**src/rtl/mult_bus_pkg.sv**
```systemverilog
// Shared types and constants for the multiply bus sequencer: FSM states,
// slave register map and the default ready timeout.
package mult_bus_pkg;

   typedef enum logic [3:0] {
      IDLE,
      SET_A,
      WR_A,
      SET_B,
      WR_B,
      SET_GO,
      GO,
      WAIT_RDY,
      DONE
   } state_e;

   localparam logic [31:0] ADDR_GO = 32'd0;
   localparam logic [31:0] ADDR_A  = 32'd1;
   localparam logic [31:0] ADDR_B  = 32'd2;

   localparam int TIMEOUT_DEF = 8;

   // Expand a client index into its one-hot done vector.
   function automatic logic [1:0] client_onehot(input logic idx);
      return idx ? 2'b10 : 2'b01;
   endfunction

endpackage

```
**src/rtl/mult_bus_sequencer_if.sv**
```systemverilog
// Register-style slave bus between the sequencer (master) and the multiplier
// slave; the slave decodes the address presented one cycle before valid.
interface mult_bus_sequencer_if;

   logic        valid;
   logic        start;
   logic [31:0] address;
   logic [31:0] register_data;
   logic        ready;
   logic [31:0] result_data;

   modport master (
      output valid,
      output start,
      output address,
      output register_data,
      input  ready,
      input  result_data
   );

   modport slave (
      input  valid,
      input  start,
      input  address,
      input  register_data,
      output ready,
      output result_data
   );

endinterface

```
**src/rtl/rr_arbiter2.sv**
```systemverilog
// Two-client round-robin arbiter: the client not served last has priority;
// the pointer moves only when the caller accepts the grant.
module rr_arbiter2 (
   input  logic       clk,
   input  logic       rst_n,
   input  logic [1:0] req,
   input  logic       advance,
   output logic       gnt_idx,
   output logic       gnt_any
);

   logic prio;

   always_comb begin
      gnt_any = |req;
      gnt_idx = req[prio] ? prio : ~prio;
   end

   always_ff @(posedge clk) begin
      if (!rst_n) begin
         prio <= 1'b0;
      end else if (advance && gnt_any) begin
         prio <= ~gnt_idx;
      end
   end

endmodule

```
**src/rtl/mult_bus_sequencer.sv**
```systemverilog
// Serves two multiply clients over a register-style slave bus: writes A, B,
// kicks GO, waits for ready (bounded by TIMEOUT) and returns the product.
module mult_bus_sequencer
   import mult_bus_pkg::*;
#(
   parameter int TIMEOUT = TIMEOUT_DEF
) (
   input  logic        clk,
   input  logic        rst_n,
   input  logic [1:0]  req,
   input  logic [31:0] op_a0,
   input  logic [31:0] op_b0,
   input  logic [31:0] op_a1,
   input  logic [31:0] op_b1,
   output logic [1:0]  done,
   output logic [31:0] result,
   output logic        err,
   output logic        busy,
   mult_bus_sequencer_if.master bus
);

   localparam int CNT_W = $clog2(TIMEOUT + 1);

   state_e           state;
   logic             cli;
   logic [31:0]      a_cap;
   logic [31:0]      b_cap;
   logic [CNT_W-1:0] wait_cnt;
   logic             gnt_idx;
   logic             gnt_any;

   rr_arbiter2 u_arb (
      .clk     (clk),
      .rst_n   (rst_n),
      .req     (req),
      .advance (state == IDLE),
      .gnt_idx (gnt_idx),
      .gnt_any (gnt_any)
   );

   // Outputs are registered with the transition, so each value below is what
   // the bus shows while the FSM sits in the state being entered.
   always_ff @(posedge clk) begin
      if (!rst_n) begin
         state             <= IDLE;
         wait_cnt          <= '0;
         bus.valid         <= 1'b0;
         bus.start         <= 1'b0;
         bus.address       <= '0;
         bus.register_data <= '0;
         done              <= '0;
         result            <= '0;
         err               <= 1'b0;
         busy              <= 1'b0;
      end else begin
         bus.valid         <= 1'b0;
         bus.start         <= 1'b0;
         bus.address       <= '0;
         bus.register_data <= '0;
         done              <= '0;

         case (state)
            IDLE: begin
               if (gnt_any) begin
                  cli         <= gnt_idx;
                  a_cap       <= gnt_idx ? op_a1 : op_a0;
                  b_cap       <= gnt_idx ? op_b1 : op_b0;
                  bus.address <= ADDR_A;
                  busy        <= 1'b1;
                  state       <= SET_A;
               end
            end
            SET_A: begin
               bus.address       <= ADDR_A;
               bus.valid         <= 1'b1;
               bus.register_data <= a_cap;
               state             <= WR_A;
            end
            WR_A: begin
               bus.address <= ADDR_B;
               state       <= SET_B;
            end
            SET_B: begin
               bus.address       <= ADDR_B;
               bus.valid         <= 1'b1;
               bus.register_data <= b_cap;
               state             <= WR_B;
            end
            WR_B: begin
               bus.address <= ADDR_GO;
               state       <= SET_GO;
            end
            SET_GO: begin
               bus.address <= ADDR_GO;
               bus.valid   <= 1'b1;
               bus.start   <= 1'b1;
               state       <= GO;
            end
            GO: begin
               wait_cnt <= '0;
               state    <= WAIT_RDY;
            end
            WAIT_RDY: begin
               if (bus.ready) begin
                  result <= bus.result_data;
                  err    <= 1'b0;
                  done   <= client_onehot(cli);
                  state  <= DONE;
               end else if (wait_cnt == CNT_W'(TIMEOUT - 1)) begin
                  result <= '0;
                  err    <= 1'b1;
                  done   <= client_onehot(cli);
                  state  <= DONE;
               end else begin
                  wait_cnt <= wait_cnt + 1'b1;
               end
            end
            DONE: begin
               busy  <= 1'b0;
               state <= IDLE;
            end
            default: begin
               busy  <= 1'b0;
               state <= IDLE;
            end
         endcase
      end
   end

endmodule
```
**src/flat_wrapper.sv**
```systemverilog
// flat-port wrapper written by rule: the top's interface ports become plain ports
module mult_bus_sequencer_flat import mult_bus_pkg::*;
#(
   parameter int TIMEOUT = TIMEOUT_DEF
)
  (clk, rst_n, req, op_a0, op_b0, op_a1, op_b1, done, result, err, busy, bus_valid, bus_start, bus_address, bus_register_data, bus_ready, bus_result_data);
  mult_bus_sequencer_if bus_i ();
  input  logic clk;
  input  logic rst_n;
  input  logic [1:0] req;
  input  logic [31:0] op_a0;
  input  logic [31:0] op_b0;
  input  logic [31:0] op_a1;
  input  logic [31:0] op_b1;
  output logic [1:0] done;
  output logic [31:0] result;
  output logic err;
  output logic busy;
  output wire logic [$bits(bus_i.valid)-1:0] bus_valid;
  output wire logic [$bits(bus_i.start)-1:0] bus_start;
  output wire logic [$bits(bus_i.address)-1:0] bus_address;
  output wire logic [$bits(bus_i.register_data)-1:0] bus_register_data;
  input wire logic [$bits(bus_i.ready)-1:0] bus_ready;
  input wire logic [$bits(bus_i.result_data)-1:0] bus_result_data;
  assign bus_valid = bus_i.valid;
  assign bus_start = bus_i.start;
  assign bus_address = bus_i.address;
  assign bus_register_data = bus_i.register_data;
  assign bus_i.ready = bus_ready;
  assign bus_i.result_data = bus_result_data;
  mult_bus_sequencer #(.TIMEOUT(TIMEOUT)) u_core (.clk(clk), .rst_n(rst_n), .req(req), .op_a0(op_a0), .op_b0(op_b0), .op_a1(op_a1), .op_b1(op_b1), .done(done), .result(result), .err(err), .busy(busy), .bus(bus_i));
endmodule
```
**config.mk**
```make
export PLATFORM = sky130hd
export DESIGN_NAME = mult_bus_sequencer_flat
export DESIGN_NICKNAME = d
export VERILOG_FILES = /design/src/rtl/mult_bus_pkg.sv /design/src/rtl/mult_bus_sequencer_if.sv /design/src/rtl/rr_arbiter2.sv /design/src/rtl/mult_bus_sequencer.sv /design/src/flat_wrapper.sv
export SDC_FILE = /design/constraint.sdc
export NUM_CORES = 1
export LEC_CHECK = 0
export ABC_AREA = 1
export CAP_MARGIN = 20
export CORE_MARGIN = 8
export CORE_UTILIZATION = 30
export CTS_CLUSTER_DIAMETER = 200
export DETAILED_ROUTE_END_ITERATION = 6
export SETUP_SLACK_MARGIN = 0.15
export SLEW_MARGIN = 20
export SYNTH_ARGS = -nofsm -noshare
export SYNTH_HDL_FRONTEND = slang
export SYNTH_SLANG_ARGS = --single-unit
```
**constraint.sdc**
```tcl
create_clock -name clk -period 3.7 [get_ports clk]
set_input_delay 0.37 -clock clk [delete_from_list [all_inputs] [get_ports clk]]
set_output_delay 0.37 -clock clk [all_outputs]
set_load 0.01 [all_outputs]
```
* After elaboration in Yosys (flattened, before gate mapping)
Index checks and enable logic that the tools add are counted.
Widths: inputs -> output; s select.
** Word-level totals
- Bits in registers :: 176
- Input bits :: 165
- Output and inout bits :: 102
- Word-level logic and storage cells :: 71
** Operators by class
- Add/subtract/negate cells :: 1
- $lt $le $gt $ge :: 1
- Eq/ne operators :: 12
- Multiplexer cells :: 26
- Bitwise operators :: 3
- Reductions and logical operators :: 14
** Operators with widths (number)
- $mux 32 :: 4
- $pmux 32 s3 :: 1
- $pmux 32 s2 :: 1
- $pmux 4 s8 :: 1
- $eq 4x3->1 const B :: 5
- $mux 4 :: 5
- $mux 1 :: 9
- $eq 4x2->1 const B :: 2
- $pmux 4 s2 :: 1
- $reduce_and 2->1 :: 4
- $reduce_or 7->1 :: 1
- $mux 2 :: 3
- $reduce_and 3->1 :: 2
- $add 4x1->4 const B :: 1
- $eq 4x1->1 const B :: 1
- $logic_not 4->1 :: 1
- $ne 2x2->1 const B :: 2
- $reduce_bool 2->1 :: 2
- $reduce_or 2->1 :: 2
- $ne 3x2->1 const B :: 1
- $not 1->1 :: 3
- $reduce_or 3->1 :: 1
- $lt 1x2->1 const B :: 1
- $ne 2x1->1 const B :: 1
- 2 further kinds :: 2

* Depth between registers and ports, before layout
Gate-level depths: netlist of run 1.
- Depth in word-level cells :: 4
- Gate-level depth with buffers :: 8

* Cells and area by module
A second synthesis of run 1 with hierarchy kept.
** Unflattened totals
- Cells, all modules :: 558
- Area, all modules :: 6040.8 µm²
** By module, submodules not included
- mult_bus_sequencer :: instances 1, cells an instance 547, area each 5974.5 µm², sequential area each 3553.4 µm²
- rr_arbiter2 :: instances 1, cells an instance 11, area each 66.3 µm², sequential area each 20.0 µm²

* Worst setup path before layout of run 1
Ideal clock, no wire load.
- Path type :: in2reg
- From :: input rst_n
- To :: register u_core.a_cap[0] (enable)
- Arrival :: 3.540 ns
- Slack :: -0.328 ns
- Stages on the path :: 4
- Path buffers :: 2
- Cell sequence :: buf_2 inv_1 clkbuf_1 nor2_1
** On the way
- Word-level cells in the longest chain between the ends :: 1
** Ends and longest elaborated chain
- from (decl) :: RTL line flat_wrapper.sv:9 : input logic rst_n;
- $reduce_and 3->1 (no source line)
- to (signal assigned) :: RTL line mult_bus_sequencer.sv:66 : a_cap <= gnt_idx ? op_a1 : op_a0;
- to (decl) :: RTL line mult_bus_sequencer.sv:26 : logic [31:0] a_cap;
Every way passes these cells.
A chain may end at the register's enable or synchronous reset.

* Final worst setup path of run 1
- From :: input req[1]
- To :: register u_core.a_cap[31], data pin
** On the way
- Word-level cells in the longest chain between the ends :: 4
** Ends and longest elaborated chain
- from (decl) :: RTL line flat_wrapper.sv:10 : input logic [1:0] req;
- $mux 1 (implied by the code) (2 in a row) :: RTL line rr_arbiter2.sv:16 : gnt_idx = req[prio] ? prio : ~prio;
- $mux 1 :: RTL line rr_arbiter2.sv:16
- $mux 32 :: RTL line mult_bus_sequencer.sv:66
Every way passes these cells. The select of a mux whose other input is x is not followed.

==> results of run 1 <==
-- stage by stage --
step	cells	instance area [um^2]	setup WS, ns	power (mW)
6_report	1198	9080	1.80	4.12
5_1_grt	1197	9070	1.62	4.31
4_1_cts	1196	9070	1.81	4.17
3_5_place_dp	1164	8480	1.38	2.48
3_3_place_gp	1164	8480	1.39	2.47
2_1_floorplan	725	6190	0.760	2.19
-- cells in the mapped netlist, types with 4 or more instances --
master,n,area [um^2]
buf_4,35,263
a21oi_1,69,345
nand3_1,72,360
buf_6,4,45.0
nand2_1,282,1060
dfxtp_1,81,1620
edfxtp_1,65,1950
clkbuf_1,7,26.3
nor2_1,13,48.8
nor3_1,4,20.0
buf_2,26,130
inv_1,19,71.3
-- cell families (layout without fill, tap and decap cells) --
kind of cell	count (synthesis)	in the layout
compound gates	75	75
simple gates	380	380
buf+inv	93	294
other cells	1	32
fa+ha+maj	1	1
flops	146	146
-- registers in the layout, summed over array words and instances, names as in the netlist, 2 cells and up --
signal	cells
u_core.wait_cnt	4
u_core.bus.address	2
u_core.done	2
u_core.b_cap	32
u_core.result	32
u_core.a_cap	32
u_core.state	4
u_core.bus.register_data	32
-- worst paths after layout --
check	to	startpoint	cells after the start	slack (ns)
worst max register to register	u_core.a_cap[31]$_DFFE_PP_	u_core.u_arb.prio$_SDFFE_PN0P_	6	1.85
worst min-delay path	u_core.done[0]$_SDFF_PN0_	u_core.cli$_DFFE_PP_	1	0.43
worst max-delay path	u_core.a_cap[31]$_DFFE_PP_	req[1]	6	1.80
worst min register to register	u_core.done[0]$_SDFF_PN0_	u_core.cli$_DFFE_PP_	1	0.43
-- metal layers --
metal / GRT usage (%) / up-vias
met5: 0 / -
met4: 6.11 / 0
met3: 5.35 / 33
met2: 23.1 / 227
met1: 16.0 / 2348
li1: - / 2651
-- power by group --
group          internal, mW  switching [mW]  total [mW]
registers              1.81          0.0283        1.84
clock network          1.06           0.630        1.69
logic                 0.281           0.309       0.590
total                  3.15           0.968        4.12
-- area by class of cell --
cell class / instances / area share [%]
multi-input cells: 486 / 23.0
flip-flops and latches: 146 / 39.4
inverters: 21 / 0.924
repair buffers: 241 / 26.4
clock inverters: 2 / 0.124
well taps: 270 / 3.72
clock buffers: 30 / 6.38
diodes: 2 / 0.0551
-- critical path, cell delays in order --
cell and delay (ns):
clkdlybuf4s50_1 0.47, nand2_1 0.06, nand2_2 0.08, clkinv_2 0.69
nand2_1 0.25, nand2_1 0.09
==> impl_metrics.ini, run 1 <==
[final_layout]
n_fill_cell = 1991
final_net_count = 1079
ff_latch_area_um2 = 3570
drive_gt1_share_pct = 4.64
multi_input_area_um2 = 2090
layout_common_cells = 281 x nand2_1, 236 x clkdlybuf4s50_1, 81 x dfxtp_1
area_growth_pct = 49.2
final_util_pct = 45.3
final_common_cell = nand2_1

[global_routing]
grt_pass1_vias = 5493
track_usage_pct = 14.0
antenna_found_initial = 1
grt_max_degree = 76
grt_overflow = 0
grt_pass1_wl_mm = 27.4

[synthesis]
synth_top_family_by_area = simple AND/OR/NAND/NOR gates
muxShareOfSynthArea_pct = 0
synth-edff-count = 65
avgSynthCellArea_um2 = 8.74
synth-xor-area-share_pct = 0
netlist_instances = 696
yosys_warnings = 0
synth_compound_area_share_pct = 6.23
synth-simple-area-share_pct = 25.8
ys_async_sr_fraction_pct = 0
synth.distinct_cells = 24
netlist_area_um2 = 6080
ys_seq_elements = 146
synthAdderAreaFrac_pct = 0.206
synth_ff_type = dfxtp_1
ys_seq_area_share_pct = 58.8

[sta]
fmax_ghz = 0.526
maxSlewViolCount = 0
setup_viol = 0
rsz0062_at_grt = false
fin_setup_tns_ns = 0
tightest_slew_ns = 0.955
slew_headroom_pct = 36.2
hold_slack_ns = 0.429
post-route-min-period_ns = 1.90
hold_viol = 0
fin_skew_ns = 0.00836
min_period_over_period_pct = 51.4

[placed_design]
io_buffers = 236
gp_congestion = 0.724
dp_hpwl_mm = 12.4

[floorplanning]
boundaryPins = 267
start_util_pct = 30.4
coreArea_um2 = 20000
die_h_um = 158
die_area_um2 = 25100
fp.dieW_um = 158
std_cell_rows = 52

[detailed_routing]
post_drt_wl_per_cell_um = 14.9
drc = 0
drtIter0Drc = 250
dr.pass1.iters = 4
ant_nets = 0
drt_wl_total_mm = 17.9
drt-vias-per-instance = 4.39
wl_met2_mm = 8.12
vias = 5259
top_layer = met4
wl_met3_mm = 1.77
wl_met1_mm = 7.48

[setup_path]
critPathRequiredTime_ns = 3.85
critical_path_arrival_ns = 2.05
critPathKind = input pin to flip-flop
cp-start-kind = input pin
crit_fanout = 65
cp-end-kind = flip-flop

[clock_tree]
cts_resized = 0
numCtsBuffers = 17
ctsLongestPathBuffers = 2
clock_sinks = 146
clkLatencyLatePin_ns = 0.41
path_clk_slew_ns = 0.06
cts_tree = built
cts_setup_buffers = 0
cts.hold.buffers_added = 0
cts_max_level = 4
cts-root-buf = clkbuf_16

[pwr]
power_density_nw_per_um2 = 454
p_leak_nw = 3.51
ir_worst_vdd_v = 0.000238

[flow_run]
drv_cap = 0

[min_path]
hold_class = flip-flop to flip-flop

[status]
outcome = finished, final reports clean
Power figures use the tool's default switching activity.
==> run 2, diff against run 1 <==
- clock period: 3.7 -> 1.8 ns (I/O delays scaled with it)
==> run 2 against run 1 <==
Non-clock buffer count increased by 10. Total power increased by 110%. Clock-buffer cell count decreased by 9. Largest power group unchanged. Highest routed layer is now met5. Largest cell class unchanged. First-iteration DRC count decreased by 2.4%.
==> impl_metrics.ini, run 2 (synthesized netlist as in run 1, its figures left out) <==
[min_path]
hold_class = input pin to flip-flop
min-delay-start = bus_result_data[6]

[final_layout]
final_util_pct = 46.1
multi_input_area_um2 = 2110
drive_gt1_share_pct = 6.73
diodes = 0
final_net_count = 1089
area_growth_pct = 52.0
ff_latch_area_um2 = 3570
n_fill_cell = 2024
final_common_cell = nand2_1
layout_common_cells = 280 x nand2_1, 236 x clkdlybuf4s50_1, 80 x dfxtp_1
final_cells = 1206

[global_routing]
use_met2_pct = 23.2
grt_pass1_wl_mm = 27.1
grt_overflow = 0
track_usage_pct = 13.9
grt_pass1_vias = 5335
use_met1_pct = 15.8
gr-usage-met3_pct = 6.13
busiest_layer = met2
antenna_found_initial = 1
grt_max_degree = 76

[sta]
fmax_ghz = 0.665
rsz0062_at_grt = false
fin_setup_tns_ns = 0
fin_skew_ns = 0.0107
hold_slack_ns = 0.317
post-route-min-period_ns = 1.50
setup_viol = 0
min_period_over_period_pct = 83.6
hold_viol = 0
maxSlewViolCount = 0

[pwr]
p_sw_mw = 2.09
power_frac_seq_pct = 44.2
power_mw = 8.58
p_int_mw = 6.48
power_density_nw_per_um2 = 928
p_comb_share_pct = 14.9
power.share.clock_pct = 41.0
p_leak_nw = 3.59
switching_share_pct = 24.4
ir_worst_vdd_v = 0.000586

[setup_path]
cp_slowest_cell = clkdlybuf4s50_1
crit_fanout = 2
cp-start-kind = flip-flop
critPathBufInv = 1
cp-end-kind = primary output
cpPeakStageDelay_ns = 0.58
reg2reg_from = u_core.state[1]$_SDFFE_PN0P_
crit_chain = clkdlybuf4s50_1
critical_path_arrival_ns = 1.32
critPathRequiredTime_ns = 1.62
critPathKind = flip-flop to primary output
cpLargestDelayFamily = buffers and inverters
crit_path_start = u_core.busy$_SDFFE_PN0P_

[clock_tree]
numCtsBuffers = 17
cts_resized = 0
cts_tree = built
ctsLongestPathBuffers = 2
clkLatencyLatePin_ns = 0.42
cts-root-buf = clkbuf_16
cts.hold.buffers_added = 0
clock_sinks = 146
cts_setup_buffers = 0
cts_max_level = 4
path_clk_slew_ns = 0.06

[detailed_routing]
ant_nets = 0
drt-vias-per-instance = 4.38
drtIter0Drc = 244
post_drt_wl_per_cell_um = 14.5
drc = 0
dr.pass1.iters = 4
drt_wl_total_mm = 17.5
vias = 5279

[placed_design]
dp.cells = 1174
io_buffers = 236
dp_hpwl_mm = 12.9
gp_congestion = 0.749

[floorplanning]
die_h_um = 158
std_cell_rows = 52
start_util_pct = 30.4
die_area_um2 = 25100
boundaryPins = 267
fp.dieW_um = 158
coreArea_um2 = 20000

[status]
outcome = finished, final reports clean

[flow_run]
drv_cap = 0
run 2: changes by cell type in the layout (fill, tap and decap cells not counted), moves of 3 or more:
cell | previous run | this run
clkbuf_1 | 7 | 2
clkbuf_16 | 21 | 17
buf_12 | 0 | 6
inv_6 | 0 | 3
buf_4 | 5 | 9
inv_2 | 2 | 5
run 2: path summary, 6_finish.rpt:
| path | endpoint | slack, ns | cells past startpoint |
|---|---|---|---|
| worst min-delay path | u_core.result[6]$_SDFFE_PN0P_ | 0.32 | 3 |
| worst min register to register | u_core.done[0]$_SDFF_PN0_ | 0.45 | 1 |
| worst max register to register | u_core.result[30]$_SDFFE_PN0P_ | 0.36 | 6 |
| worst max-delay path | busy | 0.30 | 1 |
run 2: layout make-up:
| class | instances | share of cell area [%] |
|---|---|---|
| multi-input cells | 486 | 22.8 |
| well taps | 270 | 3.66 |
| repair buffers | 251 | 27.6 |
| clock inverters | 11 | 1.38 |
| clock buffers | 21 | 4.98 |
| flip-flops and latches | 146 | 38.7 |
| inverters | 21 | 0.907 |
run 2: power groups by stage:
stage	sequential, mW	combinational, mW	clock, mW
6_report	3.79	1.27	3.51
5_1_grt	3.80	1.43	3.74
3_5_place_dp	3.86	1.30	0
3_3_place_gp	3.85	1.30	0
2_1_floorplan	3.88	0.631	0
4_1_cts	3.79	1.31	3.62
run 2: routing by layer:
layer	wire, um	part of all wire [%]
met1	7200	41
met2	8270	47
met3	1800	10
met4	250	1.4
met5	9	0.051
run 2: metrics by stage:
| stage | instance area [um^2] | setup WS (ns) |
|---|---|---|
| finish | 9240 | 0.295 |
| global route | 9240 | 0.156 |
| CTS | 9240 | 0.250 |
| detailed placement | 8650 | 0.0416 |
| global placement | 8650 | 0.0637 |
| floorplan | 6220 | -0.206 |
==> run 3, diff against run 2 <==
- clock period: 1.8 -> 1.55 ns (I/O delays scaled with it)
==> run 3 against run 2 <==
Combinational power rose by 30%. Final cell count increased by 2.2%. Sequential cell count is the same. Clock power increased by 11%. First-iteration DRC count down 10%. Hold slack got worse by 0.019 ns.
==> impl_metrics.ini, run 3 (synthesized netlist as in run 1, its figures left out) <==
[clock_tree]
path_clk_slew_ns = 0.06
clock_sinks = 146
cts-root-buf = clkbuf_16
cts_tree = built
cts_max_level = 4
clkLatencyLatePin_ns = 0.41
cts.hold.buffers_added = 0
ctsLongestPathBuffers = 2
numCtsBuffers = 17

[sta]
fin_setup_tns_ns = 0
fin_skew_ns = 0.00481
hold_viol = 0
setup_viol = 0
fmax_ghz = 0.710
min_period_over_period_pct = 90.9
rsz0062_at_grt = true
maxSlewViolCount = 0
post-route-min-period_ns = 1.41
fin_ws_ns = 0.141

[global_routing]
antenna_found_initial = 1
track_usage_pct = 13.5
grt_pass1_wl_mm = 26.5
grt_overflow = 0
grt_max_degree = 56
grt_pass1_vias = 5160

[placed_design]
dp_worst_setup_slack_ns = -0.142
io_buffers = 236
gp_congestion = 0.755
dp_hpwl_mm = 12.9

[setup_path]
crit_fanout = 7
r2r-end = u_core.b_cap[14]$_DFFE_PP_
crit_path_start = u_core.state[1]$_SDFFE_PN0P_
rrSetupSlack_ns = 0.14
cpMostUsedCell = nor2_4
cp-start-kind = flip-flop
crit_chain = nor2_4 > nand3_4 > nor2_4 > buf_12 > clkbuf_16
cpPeakStageDelay_ns = 0.36
critical_path_arrival_ns = 1.54
cp-end-kind = flip-flop
reg2reg_from = u_core.state[1]$_SDFFE_PN0P_
critPathKind = flip-flop to flip-flop
critPathRequiredTime_ns = 1.68
worst-r2r-cell-count = 5
cp_slowest_cell = dfxtp_4

[final_layout]
diodes = 0
layout_common_cells = 280 x nand2_1, 164 x clkdlybuf4s50_1, 75 x dfxtp_1
final_net_count = 1116
area_growth_pct = 57.8
drive_gt1_share_pct = 10.1
n_fill_cell = 1990
final_common_cell = nand2_1

[pwr]
p_comb_share_pct = 16.6
ir_worst_vdd_v = 0.000593
switching_share_pct = 24.4
power_frac_seq_pct = 44.3
power.share.clock_pct = 39.1
p_sw_mw = 2.42
p_leak_nw = 4.14
p_int_mw = 7.50
power_density_nw_per_um2 = 1030

[floorplanning]
die_h_um = 158
fp.dieW_um = 158
coreArea_um2 = 20000
boundaryPins = 267
die_area_um2 = 25100
std_cell_rows = 52
start_util_pct = 30.4

[detailed_routing]
drt-vias-per-instance = 4.30
wl_met1_mm = 7.72
drc = 0
wl_met2_mm = 8.76
drtIter0Drc = 219
drt_wl_total_mm = 18.5
vias = 5298
ant_nets = 0
top_layer = met5
dr.pass1.iters = 4
wl_met3_mm = 1.77
post_drt_wl_per_cell_um = 15.0

[min_path]
hold_class = input pin to flip-flop
min_to = u_core.result[18]$_SDFFE_PN0P_
min-delay-start = bus_result_data[18]
holdPathStages = 3

[status]
outcome = finished, final reports clean

[flow_run]
drv_cap = 0
## run 3: changes by cell type in the layout (fill, tap and decap cells not counted), sizes merged
cell and change:
clkinv +2, bufinv -2, clkdlybuf4s50 -72, inv -3, dlygate4sd2 +72, clkbuf +10, buf +20
## run 3: per-layer routing
layer  up-vias  GRT usage, %
met3        15          5.86
li1       2725             -
met4         2          3.64
met1      2355          15.3
met2       201          22.9
met5         -             0
## run 3: through the flow
step | util (%) | hold WS (ns) | instances | power (mW) | cell area, um^2
finish | 47.9 | 0.298 | 1233 | 9.92 | 9600
floorplan | - | 0.302 | 725 | 5.23 | 6220
global placement | 43.7 | 0.417 | 1180 | 6.03 | 8760
detailed placement | 43.7 | 0.426 | 1180 | 6.04 | 8760
CTS | 46.1 | 0.281 | 1212 | 9.89 | 9240
global route | 47.9 | 0.283 | 1233 | 10.4 | 9600
## run 3: critical path, delay by kind of cell (launching register included)
kind	cells	cell delay, ns
flip-flops	1	0.36
AND/OR/NAND/NOR	3	0.44
buffers and inverters	2	0.32
## run 3: power by group through the flow
stage,sequential (mW),clock (mW),combinational [mW]
final,4.39,3.88,1.65
after global routing,4.41,4.15,1.82
after CTS,4.40,3.97,1.52
after detailed placement,4.48,0,1.56
after global placement,4.48,0,1.55
after floorplan,4.50,0,0.733
## run 3: how the worst max path moves through the flow
stage	endpoint	slack (ns)	depth (start not counted)
2_1_floorplan	u_core.a_cap[0]$_DFFE_PP_	-0.46	5
3_3_place_gp	u_core.b_cap[2]$_DFFE_PP_	-0.16	6
3_5_place_dp	u_core.b_cap[2]$_DFFE_PP_	-0.14	6
4_1_cts	u_core.result[3]$_SDFFE_PN0P_	0.13	7
5_1_grt	u_core.b_cap[14]$_DFFE_PP_	0.08	7
6_report	u_core.b_cap[14]$_DFFE_PP_	0.14	5
## run 3: cell type report
type                    count  area (um^2)  share of cell area, %
clock buffers              24          515                   5.37
clock inverters             8         48.8                  0.508
inverters                  21         90.1                  0.938
multi-input cells         486         2130                   22.2
flip-flops and latches    146         3590                   37.4
well taps                 270          338                   3.52
repair buffers            278         2890                   30.1
## run 3: what timing repair did
action	CTS	global route
pin swaps	0	4
setup endpoints to repair	93	117
gates resized for setup	73	18
cloned	0	11
buffers inserted	0	10
